$ cat src/rtl/rom_burst_arbiter.sv
// rom_burst_arbiter
// Two-port round-robin arbiter and burst sequencer in front of a single-port
// control ROM. A granted requester gets one ROM read issued per cycle for
// the length of its burst. The returned words are steered back to it with
// per-port valid and done strobes.
//
// Ports:
//   clk, rst            clock and asynchronous active-high reset
//   req_a / req_b       burst request, level, only looked at while idle
//   addr_a / addr_b     burst start address, sampled with the request
//   len_a / len_b       burst length, 1..15 words, 0 means 16 words
//   gnt_a / gnt_b       one-cycle pulse in the first issue cycle of a burst
//   rvalid_a / rvalid_b rdata holds a word for this port
//   done_a / done_b     high together with the last rvalid of a burst
//   rdata               ROM data passed straight through, shared by both ports
//   rom_en / rom_addr   ROM read port
//   rom_data            ROM read data, valid LAT cycles after rom_en
module rom_burst_arbiter #(
    parameter int AW  = 8,
    parameter int DW  = 16,
    parameter int LAT = 1
) (
    input  logic          clk,
    input  logic          rst,
    input  logic          req_a,
    input  logic [AW-1:0] addr_a,
    input  logic [3:0]    len_a,
    input  logic          req_b,
    input  logic [AW-1:0] addr_b,
    input  logic [3:0]    len_b,
    output logic          gnt_a,
    output logic          gnt_b,
    output logic          rvalid_a,
    output logic          rvalid_b,
    output logic          done_a,
    output logic          done_b,
    output logic [DW-1:0] rdata,
    output logic          rom_en,
    output logic [AW-1:0] rom_addr,
    input  logic [DW-1:0] rom_data
);

    typedef enum logic [1:0] {
        IDLE  = 2'd0,
        BURST = 2'd1,
        DRAIN = 2'd2
    } state_t;

    state_t        state;
    logic [AW-1:0] cur_addr;
    logic [4:0]    remaining;
    logic          owner_b;
    logic          last_b;
    logic          grant_a;
    logic          grant_b;
    logic          issue;
    logic          issue_last;
    logic          out_done;

    logic [LAT-1:0] pipe_valid;
    logic [LAT-1:0] pipe_owner_b;
    logic [LAT-1:0] pipe_last;

    // Round-robin choice while idle. A lone request always wins. When both
    // ports ask at once, the port that was not served last wins. last_b
    // resets to 1, so A wins the very first contention.
    always_comb begin
        grant_a = 1'b0;
        grant_b = 1'b0;
        if (state == IDLE) begin
            if (req_a && req_b) begin
                grant_a = last_b;
                grant_b = ~last_b;
            end else if (req_a) begin
                grant_a = 1'b1;
            end else if (req_b) begin
                grant_b = 1'b1;
            end
        end
    end

    assign issue      = (state == BURST);
    assign issue_last = issue && (remaining == 5'd1);
    assign rom_en     = issue;
    assign rom_addr   = cur_addr;

    // Main sequencer. The grant pulse is registered, so it lands in the first
    // BURST cycle. cur_addr is not advanced on the final issue edge. That way
    // rom_addr keeps showing the last address actually read while the
    // sequencer drains or sits idle.
    always_ff @(posedge clk or posedge rst) begin
        if (rst) begin
            state     <= IDLE;
            cur_addr  <= '0;
            remaining <= 5'd0;
            owner_b   <= 1'b0;
            last_b    <= 1'b1;
            gnt_a     <= 1'b0;
            gnt_b     <= 1'b0;
        end else begin
            gnt_a <= 1'b0;
            gnt_b <= 1'b0;
            case (state)
                IDLE: begin
                    if (grant_a || grant_b) begin
                        owner_b  <= grant_b;
                        last_b   <= grant_b;
                        gnt_a    <= grant_a;
                        gnt_b    <= grant_b;
                        cur_addr <= grant_b ? addr_b : addr_a;
                        if (grant_b) begin
                            remaining <= (len_b == 4'd0) ? 5'd16 : {1'b0, len_b};
                        end else begin
                            remaining <= (len_a == 4'd0) ? 5'd16 : {1'b0, len_a};
                        end
                        state <= BURST;
                    end
                end
                BURST: begin
                    remaining <= remaining - 5'd1;
                    if (remaining == 5'd1) begin
                        state <= DRAIN;
                    end else begin
                        cur_addr <= cur_addr + AW'(1);
                    end
                end
                DRAIN: begin
                    if (out_done) begin
                        state <= IDLE;
                    end
                end
                default: begin
                    state <= IDLE;
                end
            endcase
        end
    end

    // Return pipeline. This is one stage per cycle of ROM latency. It carries
    // who the word belongs to and whether it closes the burst, so the strobes
    // line up exactly with rom_data at the last stage.
    always_ff @(posedge clk or posedge rst) begin
        if (rst) begin
            pipe_valid   <= '0;
            pipe_owner_b <= '0;
            pipe_last    <= '0;
        end else begin
            pipe_valid[0]   <= issue;
            pipe_owner_b[0] <= owner_b;
            pipe_last[0]    <= issue_last;
            for (int i = 1; i < LAT; i++) begin
                pipe_valid[i]   <= pipe_valid[i-1];
                pipe_owner_b[i] <= pipe_owner_b[i-1];
                pipe_last[i]    <= pipe_last[i-1];
            end
        end
    end

    assign rvalid_a = pipe_valid[LAT-1] & ~pipe_owner_b[LAT-1];
    assign rvalid_b = pipe_valid[LAT-1] &  pipe_owner_b[LAT-1];
    assign done_a   = rvalid_a & pipe_last[LAT-1];
    assign done_b   = rvalid_b & pipe_last[LAT-1];
    assign out_done = pipe_valid[LAT-1] & pipe_last[LAT-1];
    assign rdata    = rom_data;

endmodule
$ cat config.mk
export PLATFORM = sky130hd
export DESIGN_NAME = rom_burst_arbiter
export DESIGN_NICKNAME = d
export VERILOG_FILES = /design/src/rtl/rom_burst_arbiter.sv
export SDC_FILE = /design/constraint.sdc
export NUM_CORES = 1
export LEC_CHECK = 0
export BUFFER_PORTS_ARGS = -buffer_cell sky130_fd_sc_hd__buf_2
export CORE_ASPECT_RATIO = 0.8
export CORE_MARGIN = 5
export CORE_UTILIZATION = 45
export DETAILED_ROUTE_END_ITERATION = 10
export PLACE_DENSITY_LB_ADDON = 0.05
export SLEW_MARGIN = 10
export SYNTH_ARGS = -nofsm -noshare
export SYNTH_HDL_FRONTEND = slang
export SYNTH_SLANG_ARGS = --single-unit
$ cat constraint.sdc
create_clock -name clk -period 2.1 [get_ports clk]
set_input_delay 0.105 -clock clk [delete_from_list [all_inputs] [get_ports clk]]
set_output_delay 0.105 -clock clk [all_outputs]
set_load 0.03 [all_outputs]
# [Yosys cells after proc, flatten, opt, wreduce, memory -nomap -nowiden]
# Cells that the tools add are included.
[classes] n_lt_le_gt_ge=0 eq_ne=7 n_reduce_logical=11 mul=0 bitwise_logic=7 div_mod_pow=0 n_mux=24 shift=0 add_sub_neg=2
[ops] cell="8-bit 2-to-1 mux" n=3
[ops] cell="5-bit 2-to-1 mux" n=4
[ops] cell="8-bit case mux with 2 select lines" n=1
[ops] cell="1-bit 2-to-1 mux" n=11
[ops] cell="5-bit case mux with 2 select lines" n=1
[ops] cell="8-bit by 1-bit adder with 8-bit output, second input constant" n=1
[ops] cell="4-bit logical NOT" n=2
[ops] cell="2-bit 2-to-1 mux" n=3
[ops] cell="2-bit case mux with 3 select lines" n=1
[ops] cell="3-bit AND reduction" n=2
[ops] cell="1-bit AND" n=5
[ops] cell="5-bit by 1-bit == test with 1-bit output, second input constant" n=1
[ops] cell="5-bit by 1-bit subtractor with 5-bit output, second input constant" n=1
[ops] cell="2-bit by 1-bit != test with 1-bit output, second input constant" n=2
[ops] cell="2-bit != test, second input constant" n=2
[ops] cell="2-bit AND reduction" n=2
[ops] cell="2-bit by 1-bit == test with 1-bit output, second input constant" n=1
[ops] cell="2-bit == test, second input constant" n=1
[ops] cell="1-bit logical AND" n=2
[ops] cell="2-bit logical NOT" n=1
[ops] cell="1-bit inverter" n=2
[ops] cell="2-bit nonzero test" n=1
[ops] cell="1-bit logical OR" n=1
[word_totals] rom_bits=0 memories=0 mem_bits_rw=0 ff_bits=22 wordCells=61 latchBits=0

# [Logic depth before layout (Yosys ltp)]
# Gate-level depths: netlist of run 1.
[depth] ltp_word=7 mapped_depth=8

# [Worst setup path before layout of run 1]
# OpenSTA, ideal clock, no wires.
[synth_path] path_type="flip-flop to flip-flop" start="register remaining[1]" end="register cur_addr[3], in the netlist rom_addr[3]" t_arrival_ps=1695 stages_incl_launch_ff=8 setup_time_ps=94 slack_ps=312 synth_period_minus_slack_ps=1788 cell_sequence="dfrtp_1 inv_1 ha_1 or4b_1 buf_2 a22o_4 buf_6 a221oi_2"
[synth_between] elab_chain_len=3
[synth_rtl] item="from (decl)" line="51" source="logic [4:0] remaining;"
[synth_rtl] item="from (signal assigned)" line="112" source="remaining <= (len_b == 4'd0) ? 5'd16 : {1'b0, len_b};"
[synth_rtl] item="from (signal assigned)" line="114" source="remaining <= (len_a == 4'd0) ? 5'd16 : {1'b0, len_a};"
[synth_rtl] item="from (signal assigned)" line="120" source="remaining <= remaining - 5'd1;"
[synth_rtl] item="5-bit by 1-bit == test with 1-bit output" line="121" source="if (remaining == 5'd1) begin"
[synth_rtl] item="2-bit != test (no source line)"
[synth_rtl] item="3-bit AND reduction (no source line)"
[synth_rtl] item="to (signal assigned)" line="110" source="cur_addr <= grant_b ? addr_b : addr_a;"
[synth_rtl] item="to (signal assigned)" line="124" source="cur_addr <= cur_addr + AW'(1);"
[synth_rtl] item="to (decl)" line="50" source="logic [AW-1:0] cur_addr;"
# No other way between the ends.
# A chain may end at the register's enable or synchronous reset.

# [Worst setup path in the final report of run 1]
[layout_path] start="register remaining[1]" end="register cur_addr[5], in the netlist rom_addr[5]"
# Same word-level chain as after synthesis.

==> results of run 1 <==
==> cells in the mapped netlist (2+ instances only) <==
| cell type | instances |
|---|---|
| nor2_1 | 7 |
| mux2i_1 | 6 |
| and2_1 | 3 |
| and3_1 | 5 |
| ha_1 | 3 |
| clkbuf_1 | 4 |
| nor3_1 | 6 |
| buf_2 | 3 |
| o221a_2 | 2 |
| o22ai_1 | 4 |
| inv_1 | 7 |
| a21oi_1 | 14 |
| buf_4 | 16 |
| dfrtp_1 | 21 |
| nand2b_1 | 3 |
| nand2_1 | 12 |
| o21ai_0 | 4 |
| a221oi_1 | 2 |
| nand4_1 | 2 |
| nand3_1 | 6 |
| a211oi_1 | 5 |
==> power groups by stage <==
stage / Clock [mW] / Sequential (mW) / Combinational (mW)
detailed placement: 0 / 0.805 / 1.34
global route: 0.430 / 0.835 / 1.51
floorplan: 0 / 0.932 / 0.910
CTS: 0.403 / 0.796 / 1.35
finish: 0.400 / 0.798 / 1.34
global placement: 0 / 0.797 / 1.31
==> flip-flops by register name, summed over array words and instances (netlist names) <==
name,flops
last_b,1
owner_b,1
gnt_b,1
state,2
pipe_valid,1
pipe_owner_b,1
gnt_a,1
remaining,5
rom_addr,8
pipe_last,1
==> how the worst min path moves through the flow <==
stage / from / end
detailed placement: rom_data[12] / rdata[12]
floorplan: rst / gnt_a
finish: rst / gnt_a
global route: rst / gnt_a
global placement: rom_data[12] / rdata[12]
CTS: rst / gnt_a
==> cell usage in the layout (no fill, tap or decap), types with 2 or more instances in the layout <==
| master | netlist | routed |
|---|---|---|
| buf_4 | 16 | 5 |
| a211oi_1 | 5 | 5 |
| ha_1 | 3 | 3 |
| clkbuf_8 | 0 | 3 |
| buf_2 | 3 | 42 |
| o221a_2 | 2 | 2 |
| nand3_1 | 6 | 6 |
| o22ai_1 | 4 | 4 |
| dfrtp_1 | 21 | 21 |
| mux2i_1 | 6 | 6 |
| nor3_1 | 6 | 6 |
| o21ai_0 | 4 | 4 |
| nand2_1 | 12 | 12 |
| and2_1 | 3 | 3 |
| nand4_1 | 2 | 2 |
| nor2_1 | 7 | 7 |
| a221oi_1 | 2 | 2 |
| nand2b_1 | 3 | 3 |
| a21oi_1 | 14 | 14 |
| and3_1 | 5 | 5 |
| inv_1 | 7 | 7 |
==> cell families (layout without fill, tap and decap cells) <==
kind of cell             Yosys count  after routing
adder cells (fa/ha/maj)            3              3
flip-flops                        22             22
buffers and inverters             32             59
AND/OR/NAND/NOR                   51             51
multiplexers                       7              7
XOR/XNOR                           1              1
AO/OA/AOI/OAI                     40             40
==> metrics by stage <==
| step | total power [mW] | hold WS, ns | area [um2] | utilization [%] | std cells |
|---|---|---|---|---|---|
| global placement | 2.11 | 0.210 | 1540 | 50.7 | 219 |
| CTS | 2.55 | 0.0189 | 1610 | 53.0 | 223 |
| global route | 2.77 | 0.0669 | 1610 | 53.0 | 223 |
| detailed placement | 2.14 | 0.210 | 1540 | 50.7 | 219 |
| floorplan | 1.84 | 0.0935 | 1400 | - | 156 |
| finish | 2.54 | -0.00859 | 1610 | 53.0 | 223 |
==> worst max-delay path: cells and delay by family, from the launching register on <==
kind / cells / cell delay (ns)
adder cells (fa/ha/maj): 1 / 0.14
AO/OA/AOI/OAI: 2 / 0.64
AND/OR/NAND/NOR: 1 / 0.57
flip-flops: 1 / 0.40
buffers and inverters: 1 / 0.10
==> metal layers <==
metal  part of all wire (%)  wire (um)  vias to the layer above  GRT usage, %
li1                       -          -                      603             -
met1                     43       1530                      585          21.1
met2                     45       1620                       51          28.7
met3                     10        359                       16          6.55
met4                    1.5         55                        0          5.26
met5                      0          0                        -             0
==> area by class of cell <==
cell class	count	area, um2
clock inverter	1	30.0
inverter	8	30.0
fill	296	1430
multi-input combinational	102	661
sequential	22	552
clock buffer	3	41.3
timing repair buffer	47	248
tap	40	50.0
==> metrics.md, run 1 <==
| Metric | Value |
|---|---|
| RR Endpoint | rom_addr[5] |
| Synthesized area | 0.00140 mm2 |
| Yosys warns | 0 |
| Clock Pin Slew Worst Setup and Hold Paths | 0.08 ns |
| Remaining DRCs | 0 |
| Worst VDD drop | 698 uV |
| 1st-iter DRT viols | 69 |
| Worst setup path category | register to register |
| Outcome | finished, violations left |
| Via count | 1255 |
| Slew of the pin with the lowest slew margin | 0.836 ns |
| Worst Hold Margin | -0.00859 ns |
| Post-DRT Antenna Nets | 0 |
| Initial antenna violation count | 0 |
| Adder-cell share of the synthesized area | 2.67% |
| Syn Inst Count | 156 |
| Die extent in x | 72.4 um |
| Final Hold Fails | 19 |
| Ranking of synthesized cells by area | dfrtp_1 37%, buf_4 8.6%, a21oi_1 5.0% |
| Clk_skew | 0.00217 ns |
| Routed wire length per instance | 16.0 um |
| I/O pin cnt | 75 |
| WL final | 3.57 mm |
| Total Routing Usage GR | 17.3% |
| Worst R2R Path Depth | 5 |
| Switch Pwr | 1.15 mW |
| CP startpoint | remaining[1] |
| Setup slack after layout | 0.152 ns |
| CP cell instances | inv_1 -> ha_1 -> or4b_1 -> a22o_4 -> a221oi_1 |
| Starting Density | 46.2% |
| Internal power component | 1.39 mW |
| Inserted Diodes | 0 |
| Post-Synth XOR/XNOR Area | 0.624% |
| Post-synthesis simple-gate area fraction | 18.7% |
| Die Ht | 60.0 um |
| Synth Flop Type | dfrtp_1 |
| Worst R2R Start | remaining[1] |
| Worst path max stage delay | 0.57 ns |
| Syn nets | 203 |
| Clock root buffer | clkbuf_8 |
| Pre-CTS setup slack | 0.196 ns |
| Syn Area/Cell | 9.00 um2 |
| # resized after CTS | 0 |
| RSZ-0062 raised after global routing | no |
| GP Congestion | 0.757 |
| Finish-stage setup viols | 0 |
| Synth cell types | 42 |
| Post-synth EDFFs | 0 |
| Lkg Pwr | 0.803 nW |
| Largest family of logic cells by synthesized area | compound AO/OA/AOI/OAI gates |
| CTS buffer count | 3 |
| Complex-gate fraction of the synthesized area | 20.0% |
| Vias in the first global route | 1273 |
| Largest area contributor in the netlist | dfrtp_1 |
| Post-synthesis mux area share | 5.08% |
| CTS tree | built |
| Setup crit end | rom_addr[5] |
| Sequential cell area fraction in the yosys report | 39.3% |
| Gr ovfl total | 0 |
| Post-DP HPWL | 2.73 mm |
| Die Area | 0.00434 mm2 |
| # rows | 18 |
| Area share of the largest cell type after synthesis | 37.4% |
| Synth Register Bits | 22 |
| IO Port Bufs | 42 |
| Combinational share of power | 52.9% |
| Max_slew headroom | 44.2% |
| Slowest stage cell, crit path | or4b_1 |
| F_max | 513 MHz |
| CP Capture Type | register |
| Post-CTS Hold Buffers | 0 |
| Clk buf depth | 2 |
| Area growth syn-to-layout | 14.8% |
| Critical Path RT | 2.27 ns |
| Flop pwr share | 31.4% |
| Max Cap Viol | 0 |
| Final Cycle Share | 92.8% |
| Sink Count | 22 |
| First drt pass iteration count | 4 |
| Ratio of cells with drive above 1 in the final layout | 32.2% |
| Crit start category | register |
| R2r setup slk | 0.15 ns |
| PwrDens | 1580 mW/mm2 |
| Sw frac | 45.4% |
| Hold Path Class | input port to asynchronous set/reset pin |
| Arr. time, crit path | 2.11 ns |
| Crit path time final | 1.95 ns |
| Via density | 5.63 |
| Worst Path Max Fanout | 15 |
| Largest net degree at the start of global routing | 23 |
| Clock latency on the worst-skew pair | 0.27 ns |
| Post-CTS setup buffer count | 0 |
| Core footprint | 0.00304 mm2 |
| Clock share of power | 15.7% |
| Post-route setup TNS | 0 ns |
| First-pass GRT wire length | 5.84 mm |
| H-tree levels | 1 |
| Final slew viol count | 0 |
| Failing checks | negative hold slack |
| Fraction of registers with async set/reset | 100% |
| Nets | 231 |
Power figures use the tool's default switching activity.
==> run 2, diff against run 1 <==
--- a/config.mk
+++ b/config.mk
@@ -5,11 +5,11 @@
 export SDC_FILE = /design/constraint.sdc
 export NUM_CORES = 1
 export LEC_CHECK = 0
-export BUFFER_PORTS_ARGS = -buffer_cell sky130_fd_sc_hd__buf_2
 export CORE_ASPECT_RATIO = 0.8
 export CORE_MARGIN = 5
 export CORE_UTILIZATION = 45
 export DETAILED_ROUTE_END_ITERATION = 10
+export DONT_BUFFER_PORTS = 1
 export PLACE_DENSITY_LB_ADDON = 0.05
 export SLEW_MARGIN = 10
 export SYNTH_ARGS = -nofsm -noshare
==> constraint.sdc (replaced) <==
create_clock -name clk -period 2.21 [get_ports clk]
set_input_delay 0.1105 -clock clk [delete_from_list [all_inputs] [get_ports clk]]
set_output_delay 0.1105 -clock clk [all_outputs]
set_load 0.03 [all_outputs]
==> run 2 against run 1 <==
Net effect:
- the flow now finishes without violations
- critical path depth is the same
- clock-buffer cell count is the same
- combinational power shrank 28%
- first-iteration DRC count grew 8.7%
- critical path type unchanged
==> metrics.md, run 2 (same netlist as run 1, synthesis figures left out) <==
| Metric | Value |
|---|---|
| Outcome | finished clean |
| CTS tree | built |
| Clock latency on the worst-skew pair | 0.27 ns |
| Sequential cell area | 552 um2 |
| F_max | 528 MHz |
| Area growth syn-to-layout | 1.25% |
| 1st-iter DRT viols | 75 |
| Hold Path Class | input port to register |
| Inserted Diodes | 0 |
| Critical Path RT | 2.37 ns |
| Worst setup path category | register to register |
| Final slew viol count | 0 |
| Remaining DRCs | 0 |
| Die Ht | 60.0 um |
| Lkg Pwr | 0.643 nW |
| Placed instance area | 0.00133 mm2 |
| Clk_skew | 0.00671 ns |
| I/O pin cnt | 75 |
| CTS buffer count | 3 |
| Pre-CTS setup slack | 0.310 ns |
| Post-route setup TNS | 0 ns |
| Worst Path Max Fanout | 15 |
| Initial antenna violation count | 0 |
| Clock Pin Slew Worst Setup and Hold Paths | 0.08 ns |
| Max_slew headroom | 42.3% |
| Fillers | 296 |
| PwrDens | 1590 mW/mm2 |
| WL final | 3.36 mm |
| # rows | 18 |
| IO Port Bufs | 0 |
| Post-DP HPWL | 2.57 mm |
| Crit path time final | 1.89 ns |
| Starting Density | 46.2% |
| Clock root buffer | clkbuf_8 |
| GP Congestion | 0.766 |
| Final Cycle Share | 85.7% |
| First drt pass iteration count | 4 |
| Clk buf depth | 2 |
| Ratio of cells with drive above 1 in the final layout | 11.9% |
| H-tree levels | 1 |
| Arr. time, crit path | 2.06 ns |
| Largest register FFs | 8 |
| # resized after CTS | 0 |
| Worst path max stage delay | 0.57 ns |
| Vias in the first global route | 1089 |
| Setup slack after layout | 0.316 ns |
| Largest net degree at the start of global routing | 23 |
| Crit start category | register |
| Sink Count | 22 |
| Die extent in x | 72.4 um |
| Total Routing Usage GR | 16.1% |
| Die Area | 0.00434 mm2 |
| Max Cap Viol | 0 |
| Nets | 191 |
| Gr ovfl total | 0 |
| CP top delay family | compound AO/OA/AOI/OAI gates |
| Post-DRT Antenna Nets | 0 |
| Critical path buffers and inverters | 1 |
| Commonest non-fill, non-tap cell in the layout | dfrtp_1 |
| Final Hold Fails | 0 |
| Slew of the pin with the lowest slew margin | 0.865 ns |
| CP Capture Type | register |
| Via density | 5.90 |
| First-pass GRT wire length | 5.35 mm |
| CP cell instances | inv_1 -> ha_1 -> or4b_1 -> a22o_4 -> a221oi_1 |
| Finish-stage setup viols | 0 |
| Most frequent cells in the layout | 21 x dfrtp_1, 14 x a21oi_1, 12 x nand2_1, 7 x nor2_1, 7 x inv_1 |
| Via count | 1080 |
| Slowest stage cell, crit path | or4b_1 |
| Final instance area | 0.00142 mm2 |
| Worst VDD drop | 647 uV |
| Area of the multi-input gates | 661 um2 |
| RSZ-0062 raised after global routing | no |
| Routed wire length per instance | 18.3 um |
| Core footprint | 0.00304 mm2 |
-- run 2: changes by cell type in the layout (fill, tap and decap cells not counted), sizes merged --
cell / change
buf: -42
dlygate4sd3: +2
-- run 2: path summary, 6_finish.rpt --
check	start	to	slack [ns]	cells past startpoint
max	remaining[1]	rom_addr[5]	0.32	5
min	addr_a[4]	rom_addr[4]	0.02	2
max reg2reg	remaining[1]	rom_addr[5]	0.32	5
min reg2reg	owner_b	pipe_owner_b	0.39	0
max in group asynchronous	rst	remaining[0]	1.21	2
min in group asynchronous	rst	gnt_b	0.46	2
-- run 2: worst reg2reg max path, cell delays in order (launching register included) --
cell and delay, ns:
dfrtp_1 0.40, inv_1 0.09, ha_1 0.13, or4b_1 0.57
a22o_4 0.35, a221oi_1 0.27
-- run 2: layout make-up --
type,count,area share [%]
Multi-Input combinational cell,102,46.5
Sequential cell,22,38.8
Timing Repair Buffer,7,4.05
Tap cell,40,3.52
Clock buffer,3,2.90
Clock inverter,1,2.11
Inverter,8,2.11
-- run 2: metrics by stage --
step | hold slack [ns] | power, mW | utilization (%) | instances
2_1_floorplan | 0.0990 | 1.75 | - | 156
3_5_place_dp | 0.221 | 1.91 | 43.7 | 177
6_report | 0.0180 | 2.27 | 46.7 | 183
4_1_cts | 0.0124 | 2.30 | 46.7 | 183
5_1_grt | 0.0444 | 2.48 | 46.7 | 183
3_3_place_gp | 0.221 | 1.89 | 43.7 | 177
-- run 2: power by group --
group / internal, mW / switching [mW] / leakage [nW]
sequential: 0.588 / 0.342 / 0.256
clock: 0.242 / 0.135 / 0.0357
combinational: 0.394 / 0.566 / 0.351
-- run 2: layer usage --
| metal | GRT usage (%) | part of all wire (%) | vias up | routed length, um |
|---|---|---|---|---|
| li1 | - | - | 527 | - |
| met1 | 20.5 | 43 | 494 | 1450 |
| met2 | 25.7 | 44 | 47 | 1470 |
| met3 | 6.89 | 12 | 12 | 389 |
| met4 | 3.16 | 1.5 | 0 | 50 |
| met5 | 0 | 0 | - | 0 |
-- run 2: timing repair --
action | CTS | global route
hold endpoints to repair | 22 | 0
hold buffers | 2 | 0
buffers inserted | 0 | 0
==> run 3, diff against run 2 <==
--- a/config.mk
+++ b/config.mk
@@ -11,6 +11,7 @@
 export DETAILED_ROUTE_END_ITERATION = 10
 export DONT_BUFFER_PORTS = 1
 export PLACE_DENSITY_LB_ADDON = 0.05
+export SETUP_SLACK_MARGIN = 0.4
 export SLEW_MARGIN = 10
 export SYNTH_ARGS = -nofsm -noshare
 export SYNTH_HDL_FRONTEND = slang
==> run 3 against run 2 <==
Net effect:
- sequential share of layout area fell by 1.2 points
- global-route usage rose by 0.43 points
- via count rose by 4.5%
- cell count rose by 1.6%
- die area did not move
==> metrics.md, run 3 (same netlist as run 1, synthesis figures left out) <==
| Metric | Value |
|---|---|
| RSZ-0062 raised after global routing | yes |
| Die Ht | 60.0 um |
| Remaining DRCs | 0 |
| Arr. time, crit path | 1.94 ns |
| I/O pin cnt | 75 |
| Final Cycle Share | 79.8% |
| IO Port Bufs | 0 |
| Worst setup path category | register to register |
| Crit start category | register |
| Critical Path RT | 2.38 ns |
| Starting Density | 46.2% |
| Vias in the first global route | 1103 |
| Initial antenna violation count | 0 |
| Post-DP HPWL | 2.57 mm |
| R2r setup slk | 0.45 ns |
| Worst R2R Path Depth | 5 |
| # rows | 18 |
| Clk buf depth | 2 |
| Post-DRT Antenna Nets | 0 |
| Worst path max stage delay | 0.52 ns |
| Outcome | finished clean |
| Die extent in x | 72.4 um |
| Routed wire length per instance | 19.0 um |
| Clock Pin Slew Worst Setup and Hold Paths | 0.08 ns |
| Max Cap Viol | 0 |
| Inserted Diodes | 0 |
| Post-route setup TNS | 0 ns |
| Worst VDD drop | 680 uV |
| Die Area | 0.00434 mm2 |
| Final slew viol count | 0 |
| CP Capture Type | register |
| Core footprint | 0.00304 mm2 |
| Worst R2R Start | remaining[1] |
| Largest register FFs | 8 |
| First-pass GRT wire length | 5.50 mm |
| Slew of the pin with the lowest slew margin | 0.868 ns |
| Gr ovfl total | 0 |
| Critical path buffers and inverters | 1 |
| First drt pass iteration count | 5 |
| Min-delay src | addr_a[4] |
| GP Congestion | 0.766 |
| Worst Path Max Fanout | 8 |
| Nets | 194 |
| Clock root buffer | clkbuf_8 |
| Slowest stage cell, crit path | or4b_4 |
| Lkg Pwr | 0.662 nW |
| Max_slew headroom | 42.0% |
| WL final | 3.53 mm |
| Finish-stage setup viols | 0 |
| Final Hold Fails | 0 |
| Commonest non-fill, non-tap cell in the layout | dfrtp_1 |
| 1st-iter DRT viols | 45 |
| Via density | 6.07 |
| Clock latency on the worst-skew pair | 0.27 ns |
| F_max | 567 MHz |
| Clk_skew | 0.00740 ns |
| PwrDens | 1610 mW/mm2 |
| CTS tree | built |
| Worst hold path depth | 2 |
| CP cell instances | inv_2 -> ha_1 -> or4b_4 -> a22o_4 -> a221oi_2 |
| Crit path time final | 1.76 ns |
| Worst hold endpoint | rom_addr[4] |
| Largest net degree at the start of global routing | 23 |
| CTS buffer count | 3 |
| Most frequent cells in the layout | 21 x dfrtp_1, 12 x nand2_1, 12 x a21oi_1, 7 x buf_4 |
| Via count | 1129 |
| RR Endpoint | rom_addr[5] |
| Ratio of cells with drive above 1 in the final layout | 17.8% |
| Total Routing Usage GR | 16.5% |
| H-tree levels | 1 |
| Pre-CTS setup slack | 0.310 ns |
| Fin util | 48.2% |
| Setup slack after layout | 0.447 ns |
| Sink Count | 22 |
| CP top delay family | compound AO/OA/AOI/OAI gates |
| Hold Path Class | input port to register |
| Area growth syn-to-layout | 4.46% |
## run 3: changes by cell type in the layout (fill, tap and decap cells not counted), sizes merged
cell / delta
buf: +2
a22o: +1
## run 3: through the flow
step	hold WS (ns)	instances	area [um2]	total power [mW]
2_1_floorplan	0.0990	156	1400	1.75
3_3_place_gp	0.221	177	1330	1.89
3_5_place_dp	0.221	177	1330	1.91
4_1_cts	0.0124	184	1440	2.32
5_1_grt	0.0444	186	1470	2.58
6_report	0.0186	186	1470	2.36
## run 3: worst max-delay path by stage
stage | startpoint | endpoint | slack, ns | cells after the start
after floorplan | remaining[1] | rom_addr[3] | 0.42 | 7
after global routing | remaining[1] | rom_addr[5] | 0.36 | 5
after global placement | remaining[1] | rom_addr[5] | 0.39 | 5
final | remaining[1] | rom_addr[5] | 0.45 | 5
after detailed placement | remaining[1] | rom_addr[5] | 0.31 | 5
after CTS | remaining[1] | rom_addr[5] | 0.42 | 5
## run 3: area by class of cell
class                           count  area, um2
Clock buffer                        3       41.3
Clock inverter                      1       30.0
Fill cell                         291       1570
Inverter                            8       30.0
Multi-Input combinational cell    103        691
Sequential cell                    22        552
Tap cell                           40       50.0
Timing Repair Buffer                9       72.6
## run 3: timing repair
item,CTS,global route
endpoints found under the setup margin,7,5
gates resized for setup,1,5
hold buffers,2,0
buffers inserted,0,2
pin swaps,1,2
endpoints found under the hold margin,22,0
cloned,1,0
## run 3: power by group
part           total [mW]  switching, mW  leakage, nW  internal [mW]
clock network       0.376          0.134       0.0357          0.242
logic                1.05          0.609        0.370          0.440
registers           0.939          0.351        0.256          0.588
## run 3: routing by layer
metal | vias to the layer above | share of wire, % | GRT usage, %
met5 | - | 0 | 0
met4 | 0 | 1.4 | 3.16
met3 | 12 | 12 | 6.89
met2 | 56 | 44 | 26.6
met1 | 527 | 42 | 21.0
li1 | 534 | - | -
